==> config.mk <==
export PLATFORM = sky130hd
export DESIGN_NAME = hwpe_copy_ctrl
export DESIGN_NICKNAME = d
export VERILOG_FILES = /design/src/rtl/hwpe_copy_package.sv /design/src/rtl/hwpe_stream_package.sv /design/src/rtl/hwpe_copy_job_queue.sv /design/src/rtl/hwpe_copy_ctrl.sv
export SDC_FILE = /design/constraint.sdc
export NUM_CORES = 1
export LEC_CHECK = 0
export CAP_MARGIN = 30
export CORE_MARGIN = 3
export CORE_UTILIZATION = 33
export CTS_CLUSTER_DIAMETER = 40
export DETAILED_ROUTE_END_ITERATION = 8
export SYNTH_ARGS = -nofsm -noshare
export SYNTH_HDL_FRONTEND = slang
export SYNTH_HIERARCHICAL = 1
export SYNTH_SLANG_ARGS = --single-unit
==> constraint.sdc <==
create_clock -name clk_i -period 3.6 [get_ports clk_i]
set_clock_uncertainty 0.15 [all_clocks]
set_input_delay 1.08 -clock clk_i [delete_from_list [all_inputs] [get_ports clk_i]]
set_output_delay 1.08 -clock clk_i [all_outputs]
set_load 0.1 [all_outputs]
==> src/rtl/hwpe_copy_package.sv <==
// ============================================================================
//  Module      : hwpe_copy_package
//  Description : Job descriptor, FSM encoding and constants of the copy
//                controller.
//  Revision    : 1.0 - initial release
// ============================================================================
`default_nettype none

package hwpe_copy_package;

    localparam logic [15:0] COPY_LINE_STRIDE = 16'd4;

    // len is kept at full 32 bits so the queue is independent of LEN_WIDTH
    typedef struct packed {
        logic [31:0] src;
        logic [31:0] dst;
        logic [31:0] len;
    } copy_job_t;

    typedef enum logic [2:0] {
        COPY_IDLE  = 3'd0,
        COPY_ARM   = 3'd1,
        COPY_RUN   = 3'd2,
        COPY_DRAIN = 3'd3,
        COPY_ABORT = 3'd4
    } copy_state_t;

endpackage

`default_nettype wire

==> src/rtl/hwpe_stream_package.sv <==
// ============================================================================
//  Module      : hwpe_stream_package
//  Description : Stream source/sink programming and status types shared by
//                the HWPE stream datapath blocks.
//  Revision    : 1.0 - initial release
// ============================================================================
`default_nettype none

package hwpe_stream_package;

    typedef struct packed {
        logic [31:0] base_addr;
        logic [31:0] trans_size;
        logic [15:0] line_stride;
        logic [15:0] line_length;
        logic [15:0] feat_stride;
        logic [15:0] feat_length;
        logic [15:0] feat_roll;
        logic        loop_outer;
        logic        realign_type;
        logic [15:0] step;
    } ctrl_addressgen_t;

    typedef struct packed {
        logic             req_start;
        ctrl_addressgen_t addressgen_ctrl;
    } ctrl_sourcesink_t;

    typedef struct packed {
        logic ready_start;
        logic done;
    } flags_sourcesink_t;

    typedef struct packed {
        logic empty;
        logic full;
    } flags_fifo_t;

endpackage

`default_nettype wire

==> src/rtl/hwpe_copy_job_queue.sv <==
// ============================================================================
//  Module      : hwpe_copy_job_queue
//  Description : Two-entry FIFO of copy jobs with synchronous clear.
//  Revision    : 1.0 - initial release
// ============================================================================
`default_nettype none

module hwpe_copy_job_queue
    import hwpe_copy_package::*;
(
    input  logic       clk_i,
    input  logic       rst_ni,
    input  logic       clear_i,
    input  logic       push_i,
    input  copy_job_t  push_data_i,
    input  logic       pop_i,
    output copy_job_t  head_o,
    output logic       full_o,
    output logic       empty_o,
    output logic [1:0] count_o
);

    copy_job_t  r_mem [2];
    logic       r_wr_ptr;
    logic       r_rd_ptr;
    logic [1:0] r_count;

    // A push into a full queue is legal only together with a pop: the slot
    // being written is the one being read out this cycle.
    always_ff @(posedge clk_i or negedge rst_ni) begin
        if (!rst_ni) begin
            r_mem[0] <= '0;
            r_mem[1] <= '0;
            r_wr_ptr <= 1'b0;
            r_rd_ptr <= 1'b0;
            r_count  <= 2'd0;
        end else if (clear_i) begin
            r_wr_ptr <= 1'b0;
            r_rd_ptr <= 1'b0;
            r_count  <= 2'd0;
        end else begin
            if (push_i) begin
                r_mem[r_wr_ptr] <= push_data_i;
                r_wr_ptr        <= ~r_wr_ptr;
            end
            if (pop_i) begin
                r_rd_ptr <= ~r_rd_ptr;
            end
            r_count <= r_count + {1'b0, push_i} - {1'b0, pop_i};
        end
    end

    assign head_o  = r_mem[r_rd_ptr];
    assign full_o  = (r_count == 2'd2);
    assign empty_o = (r_count == 2'd0);
    assign count_o = r_count;

endmodule

`default_nettype wire

==> src/rtl/hwpe_copy_ctrl.sv <==
// ============================================================================
//  Module      : hwpe_copy_ctrl
//  Description : Copy job controller: queues jobs, starts source and sink,
//                waits for completion and store drain, aborts hung jobs.
//  Revision    : 1.0 - initial release
// ============================================================================
`default_nettype none

module hwpe_copy_ctrl
    import hwpe_stream_package::*;
    import hwpe_copy_package::*;
#(
    parameter int unsigned LEN_WIDTH   = 16,
    parameter int unsigned WDOG_CYCLES = 4096,
    parameter int unsigned CNT_WIDTH   = 16
) (
    input  logic                 clk_i,
    input  logic                 rst_ni,
    input  logic                 clear_i,
    input  logic                 job_valid_i,
    output logic                 job_ready_o,
    input  logic [31:0]          job_src_addr_i,
    input  logic [31:0]          job_dst_addr_i,
    input  logic [LEN_WIDTH-1:0] job_len_i,
    output ctrl_sourcesink_t     source_ctrl_o,
    input  flags_sourcesink_t    source_flags_i,
    output ctrl_sourcesink_t     sink_ctrl_o,
    input  flags_sourcesink_t    sink_flags_i,
    input  flags_fifo_t          store_fifo_flags_i,
    output logic                 dp_clear_o,
    output logic                 busy_o,
    output logic                 evt_done_o,
    output logic                 evt_err_o,
    output logic [CNT_WIDTH-1:0] job_cnt_o
);

    localparam int unsigned WDOG_W = $clog2(WDOG_CYCLES);

    copy_state_t          r_state;
    copy_job_t            r_cur;
    logic                 r_src_done;
    logic                 r_snk_done;
    logic [WDOG_W-1:0]    r_wdog;
    logic                 r_req_start;
    logic                 r_evt_done;
    logic                 r_evt_err;
    logic                 r_dp_clear;
    logic                 r_busy;
    logic [CNT_WIDTH-1:0] r_job_cnt;

    copy_job_t  w_head;
    copy_job_t  w_push_job;
    copy_job_t  w_ctrl_job;
    logic       w_ctrl_en;
    logic       w_full;
    logic       w_empty;
    logic [1:0] w_count;
    logic [1:0] w_count_nxt;
    logic       w_push;
    logic       w_pop;
    logic       w_zero_len;
    logic       w_start;
    logic       w_src_done;
    logic       w_snk_done;
    logic       w_run_done;
    logic       w_drain_done;
    logic       w_wdog_hit;
    logic       w_fsm_active_nxt;
    logic       w_unused;

    assign w_unused   = store_fifo_flags_i.full;
    assign w_push_job = '{src: job_src_addr_i, dst: job_dst_addr_i, len: 32'(job_len_i)};

    assign job_ready_o  = ~w_full;
    assign w_push       = job_valid_i & ~w_full & ~clear_i;
    assign w_zero_len   = ~w_empty & (w_head.len == 32'd0);
    assign w_start      = (r_state == COPY_ARM) & source_flags_i.ready_start & sink_flags_i.ready_start;
    assign w_src_done   = r_src_done | source_flags_i.done;
    assign w_snk_done   = r_snk_done | sink_flags_i.done;
    assign w_run_done   = (r_state == COPY_RUN) & w_src_done & w_snk_done;
    assign w_drain_done = (r_state == COPY_DRAIN) & store_fifo_flags_i.empty;
    assign w_wdog_hit   = ((r_state == COPY_RUN) | (r_state == COPY_DRAIN)) &
                          (r_wdog == WDOG_W'(WDOG_CYCLES - 1));
    assign w_pop        = ~clear_i & (((r_state == COPY_IDLE) & w_zero_len) | w_start);
    assign w_count_nxt  = clear_i ? 2'd0 : (w_count + {1'b0, w_push} - {1'b0, w_pop});

    hwpe_copy_job_queue u_job_queue (
        .clk_i       (clk_i),
        .rst_ni      (rst_ni),
        .clear_i     (clear_i),
        .push_i      (w_push),
        .push_data_i (w_push_job),
        .pop_i       (w_pop),
        .head_o      (w_head),
        .full_o      (w_full),
        .empty_o     (w_empty),
        .count_o     (w_count)
    );

    // Next-cycle FSM activity, so that busy_o can be a plain register
    always_comb begin
        w_fsm_active_nxt = 1'b0;
        case (r_state)
            COPY_IDLE:  w_fsm_active_nxt = ~w_empty & ~w_zero_len;
            COPY_ARM:   w_fsm_active_nxt = 1'b1;
            COPY_RUN:   w_fsm_active_nxt = 1'b1;
            COPY_DRAIN: w_fsm_active_nxt = ~w_drain_done;
            default:    w_fsm_active_nxt = 1'b0;
        endcase
        if (clear_i) begin
            w_fsm_active_nxt = 1'b0;
        end
    end

    always_ff @(posedge clk_i or negedge rst_ni) begin
        if (!rst_ni) begin
            r_state     <= COPY_IDLE;
            r_cur       <= '0;
            r_src_done  <= 1'b0;
            r_snk_done  <= 1'b0;
            r_wdog      <= '0;
            r_req_start <= 1'b0;
            r_evt_done  <= 1'b0;
            r_evt_err   <= 1'b0;
            r_dp_clear  <= 1'b0;
            r_busy      <= 1'b0;
            r_job_cnt   <= '0;
        end else begin
            r_req_start <= 1'b0;
            r_evt_done  <= 1'b0;
            r_evt_err   <= 1'b0;
            r_dp_clear  <= 1'b0;
            r_busy      <= w_fsm_active_nxt | (w_count_nxt != 2'd0);
            if (clear_i) begin
                r_state    <= COPY_IDLE;
                r_cur      <= '0;
                r_src_done <= 1'b0;
                r_snk_done <= 1'b0;
                r_wdog     <= '0;
                r_dp_clear <= 1'b1;
            end else begin
                case (r_state)
                    COPY_IDLE: begin
                        if (w_zero_len) begin
                            r_evt_err <= 1'b1;
                        end else if (!w_empty) begin
                            r_state <= COPY_ARM;
                        end
                    end
                    COPY_ARM: begin
                        if (w_start) begin
                            r_req_start <= 1'b1;
                            r_cur       <= w_head;
                            r_src_done  <= 1'b0;
                            r_snk_done  <= 1'b0;
                            r_wdog      <= '0;
                            r_state     <= COPY_RUN;
                        end
                    end
                    COPY_RUN: begin
                        r_src_done <= w_src_done;
                        r_snk_done <= w_snk_done;
                        r_wdog     <= r_wdog + 1'b1;
                        if (w_run_done) begin
                            r_state <= COPY_DRAIN;
                        end else if (w_wdog_hit) begin
                            r_state    <= COPY_ABORT;
                            r_dp_clear <= 1'b1;
                            r_evt_err  <= 1'b1;
                        end
                    end
                    COPY_DRAIN: begin
                        r_wdog <= r_wdog + 1'b1;
                        if (w_drain_done) begin
                            r_evt_done <= 1'b1;
                            r_job_cnt  <= r_job_cnt + 1'b1;
                            r_state    <= COPY_IDLE;
                        end else if (w_wdog_hit) begin
                            r_state    <= COPY_ABORT;
                            r_dp_clear <= 1'b1;
                            r_evt_err  <= 1'b1;
                        end
                    end
                    default: begin
                        r_state <= COPY_IDLE;
                    end
                endcase
            end
        end
    end

    // Head job is shown while arming; the latched copy afterwards
    always_comb begin
        w_ctrl_job = '0;
        w_ctrl_en  = 1'b0;
        case (r_state)
            COPY_ARM: begin
                w_ctrl_job = w_head;
                w_ctrl_en  = 1'b1;
            end
            COPY_RUN, COPY_DRAIN: begin
                w_ctrl_job = r_cur;
                w_ctrl_en  = 1'b1;
            end
            default: begin
                w_ctrl_job = '0;
                w_ctrl_en  = 1'b0;
            end
        endcase
        source_ctrl_o = '0;
        sink_ctrl_o   = '0;
        if (w_ctrl_en) begin
            source_ctrl_o.addressgen_ctrl.base_addr   = w_ctrl_job.src;
            source_ctrl_o.addressgen_ctrl.trans_size  = w_ctrl_job.len;
            source_ctrl_o.addressgen_ctrl.line_length = w_ctrl_job.len[15:0];
            source_ctrl_o.addressgen_ctrl.line_stride = COPY_LINE_STRIDE;
            sink_ctrl_o.addressgen_ctrl.base_addr     = w_ctrl_job.dst;
            sink_ctrl_o.addressgen_ctrl.trans_size    = w_ctrl_job.len;
            sink_ctrl_o.addressgen_ctrl.line_length   = w_ctrl_job.len[15:0];
            sink_ctrl_o.addressgen_ctrl.line_stride   = COPY_LINE_STRIDE;
        end
        source_ctrl_o.req_start = r_req_start;
        sink_ctrl_o.req_start   = r_req_start;
    end

    assign dp_clear_o = r_dp_clear;
    assign busy_o     = r_busy;
    assign evt_done_o = r_evt_done;
    assign evt_err_o  = r_evt_err;
    assign job_cnt_o  = r_job_cnt;

endmodule

`default_nettype wire

==> flow_summary.toml <==
[synthesis]
synth.avg_cell_area_um2 = 11.3
synth-warning-count = 6
flop_and_latch_count_out_of_synthesis = 330
yosys-mux-area-fraction = 0.193
yosys.cell_types.count = 54
sequential_cell_area_fraction_in_the_yosys_report = 0.488
synthesis.instances = 1500
primary_flip_flop_cell_chosen_by_synthesis_mapping = "dfrtp_1"
async_reset_ff_frac = 1.00
mappedNetlistArea_um2 = 16900
combinational_family_with_the_most_area_after_synthesis = "multiplexers"
synth_simple_gate_area_share = 0.0808
share_of_the_synthesized_area_in_the_top_cell_type = 0.488
synth_edf_count = 0
synth_xor_xnor_area_share = 0.0127
post_synth_fa_ha_maj_area_fraction = 0.00443
synth_area_leaders = "dfrtp_1 49%, mux2_2 19%, buf_4 10%"
yosys.area.top_type = "dfrtp_1"
synth-compound-area-share = 0.0903

[detailed_routing]
wirelength_mm = 45.7
via_count = 11723
firstDrtPassIters = 5
first_iter_violations = 442
drt-wirelength-per-cell_um = 18.4
drc = 0
antenna_violating_nets_post_route = 0
routed_via_density = 4.72

[placed_design]
place.port_buffers = 273
gp_congestion = 0.759
place.detailed.instances = 2362
dpl.hpwl_mm = 29.7
post-place-ws_ps = 99.5

[global_routing]
wire_length_of_the_first_global_routing_pass_mm = 70.3
grt_start_max_net_pins = 71
grt_antenna_before_repair = 2
grt-ovfl-total = 0
track_usage = 0.165
first_global_vias = 12233

[worst_setup_path]
worst_setup_path_start_kind = "flip-flop"
cp.required_ps = 2370
timing.reg2reg.setup_slack_ps = 250
worst_endpoint_data_arrival_time_ps = 2280
reg2reg_to = "busy_o"
critPathCaptureType = "output port"
r2r_cells = 14
timing.setup.critical_path_class = "reg2out"
worst-path-max-fanout = 15
timing.rr.start = "u_job_queue/r_rd_ptr"

[floorplan]
start_util = 0.336
top_level_ports = 437
floorplan.die.height_um = 233
chipWidth_um = 233
die_area_um2 = 54100
floorplan.core_area_um2 = 50500
row_count = 82

[clock_tree]
cts.htree.levels = 2
cts_buffers = 60
worst_skew_pair.late_latency_ps = 600
cts_tree = "yes"
clock_pin_slew_worst_setup_and_hold_paths_ps = 50
cts_max_path_buffers = 3
tritoncts_num_sinks = 330
ctsRootBufferMaster = "clkbuf_16"
cts-hold-fix-buffers = 0

[flow_run]
max_cap_viol_count = 0

[timing]
finalSetupViolCount = 0
hold_viol = 0
maxClockFrequency_mhz = 285
slew_headroom = 0.510
drv_slew = 0
time_the_worst_path_needs_with_i_o_delays_and_setup_ps = 3510
final.setup.worst_slack_ps = 86.9
slew_at_the_pin_closest_to_its_max_slew_limit_ps = 735
setup_total_negative_slack_ps = 0
finalHoldWorstSlack_ps = 300
tcrit_tclk_final = 0.976

[power_and_ir_drop]
leakage_uw = 0.0102
cellPowerDensity_nw_per_um2 = 683
max-vdd-ir-drop_mv = 0.409

[final_layout]
post_route_cells_drive_above_1_share = 0.379
layout_commonest_cell = "dfrtp_1"
most_frequent_cells_in_the_layout = "327 x dfrtp_1, 288 x mux2_2, 210 x nand2_1"
area_growth_syn_to_fin_pct = 38.5
fillerInstances = 4513
layout.nets = 1859
post_layout_nonfiller_instances = 2485

[status]
status = "completed"

[hold_path]
timing.hold.worst.class = "in2async"
-- kinds of logic after synthesis --
kind of cell | after synthesis
AOI/OAI and AO/OA | 224
buffers and inverters | 326
muxes | 290
adders and majority gates | 6
xor gates and xnor gates | 23
DFF | 330
and+or+nand+nor | 300
other | 1
-- synthesized netlist by cell type, types with 3 or more instances --
| cell | instances |
|---|---|
| nor4_1 | 9 |
| clkbuf_1 | 27 |
| a21oi_1 | 105 |
| buf_2 | 37 |
| buf_1 | 9 |
| mux2_2 | 289 |
| nand2_1 | 210 |
| a22o_1 | 96 |
| o21ai_0 | 10 |
| dfrtp_1 | 330 |
| and4_1 | 3 |
| and2_1 | 3 |
| buf_6 | 9 |
| buf_4 | 236 |
| nor3_1 | 6 |
| or2_2 | 3 |
| nor2_1 | 18 |
| nand4_1 | 5 |
| inv_1 | 8 |
| nand3_1 | 11 |
| xor2_1 | 6 |
| and3_1 | 6 |
| ha_1 | 6 |
| or3_1 | 6 |
| xnor2_1 | 16 |
-- flip-flops by register name (all words and copies together) (netlist names), 2 cells and up --
signal               flops
u_job_queue/r_mem      192
r_cur                   96
job_cnt_o               16
r_wdog                  12
r_state                  3
u_job_queue/count_o      2
-- metrics by stage --
stage	area [um2]	total power, uW	util
after global placement	21200	10300	0.420
after CTS	23400	16200	0.463
final	23500	16000	0.465
after global routing	23400	16700	0.465
after floorplan	17700	8890	-
after detailed placement	21200	10400	0.420
-- timing repair --
| action | 4_1_cts | 5_1_grt |
|---|---|---|
| gates resized for setup | 13 | 8 |
| endpoints found under the setup margin | 146 | 53 |
| buffers inserted | 3 | 7 |
| cloned | 2 | 0 |
| pin swaps | 2 | 2 |
-- worst max path at each step --
stage,start,to,slack (ps),cells after the start
6_report,u_job_queue/r_rd_ptr,source_ctrl_o[110],90,5
4_1_cts,r_state[1],sink_ctrl_o[160],-20,5
5_1_grt,u_job_queue/r_rd_ptr,busy_o,-30,14
3_3_place_gp,u_job_queue/r_rd_ptr,busy_o,60,13
2_1_floorplan,r_state[2],sink_ctrl_o[100],220,6
3_5_place_dp,u_job_queue/r_rd_ptr,busy_o,100,14
-- where the power goes --
group	internal (uW)	switching (uW)	leakage [uW]	total [uW]
Sequential	4420	333	0.00426	4750
Clock	3680	1960	0.000972	5640
Combinational	1970	3650	0.00497	5620
Total	10100	5940	0.0102	16000
-- per-layer routing --
metal | wire (um) | part of all wire | GRT usage | vias to the layer above
li1 | - | - | - | 5334
met1 | 18700 | 0.41 | 0.207 | 5973
met2 | 22600 | 0.50 | 0.281 | 354
met3 | 3480 | 0.076 | 0.0442 | 62
met4 | 823 | 0.018 | 0.0450 | 0
met5 | 0 | 0 | 0 | -
-- layout make-up --
class	instances	area, um2	share of cell area
Antenna cell	3	7.51	0.000320
Clock buffer	74	1660	0.0706
Clock inverter	35	397	0.0169
Inverter	8	30.0	0.00128
Multi-Input combinational cell	1037	7300	0.311
Sequential cell	330	8260	0.352
Tap cell	672	841	0.0358
Timing Repair Buffer	326	4960	0.212
-- critical path, stage by stage (launching register included) --
cell     delay (ps)
dfrtp_4         470
buf_8           190
mux2_2          370
buf_4           150
a22o_2          320
buf_12          190
No activity file was read; power rests on OpenSTA's default activity.
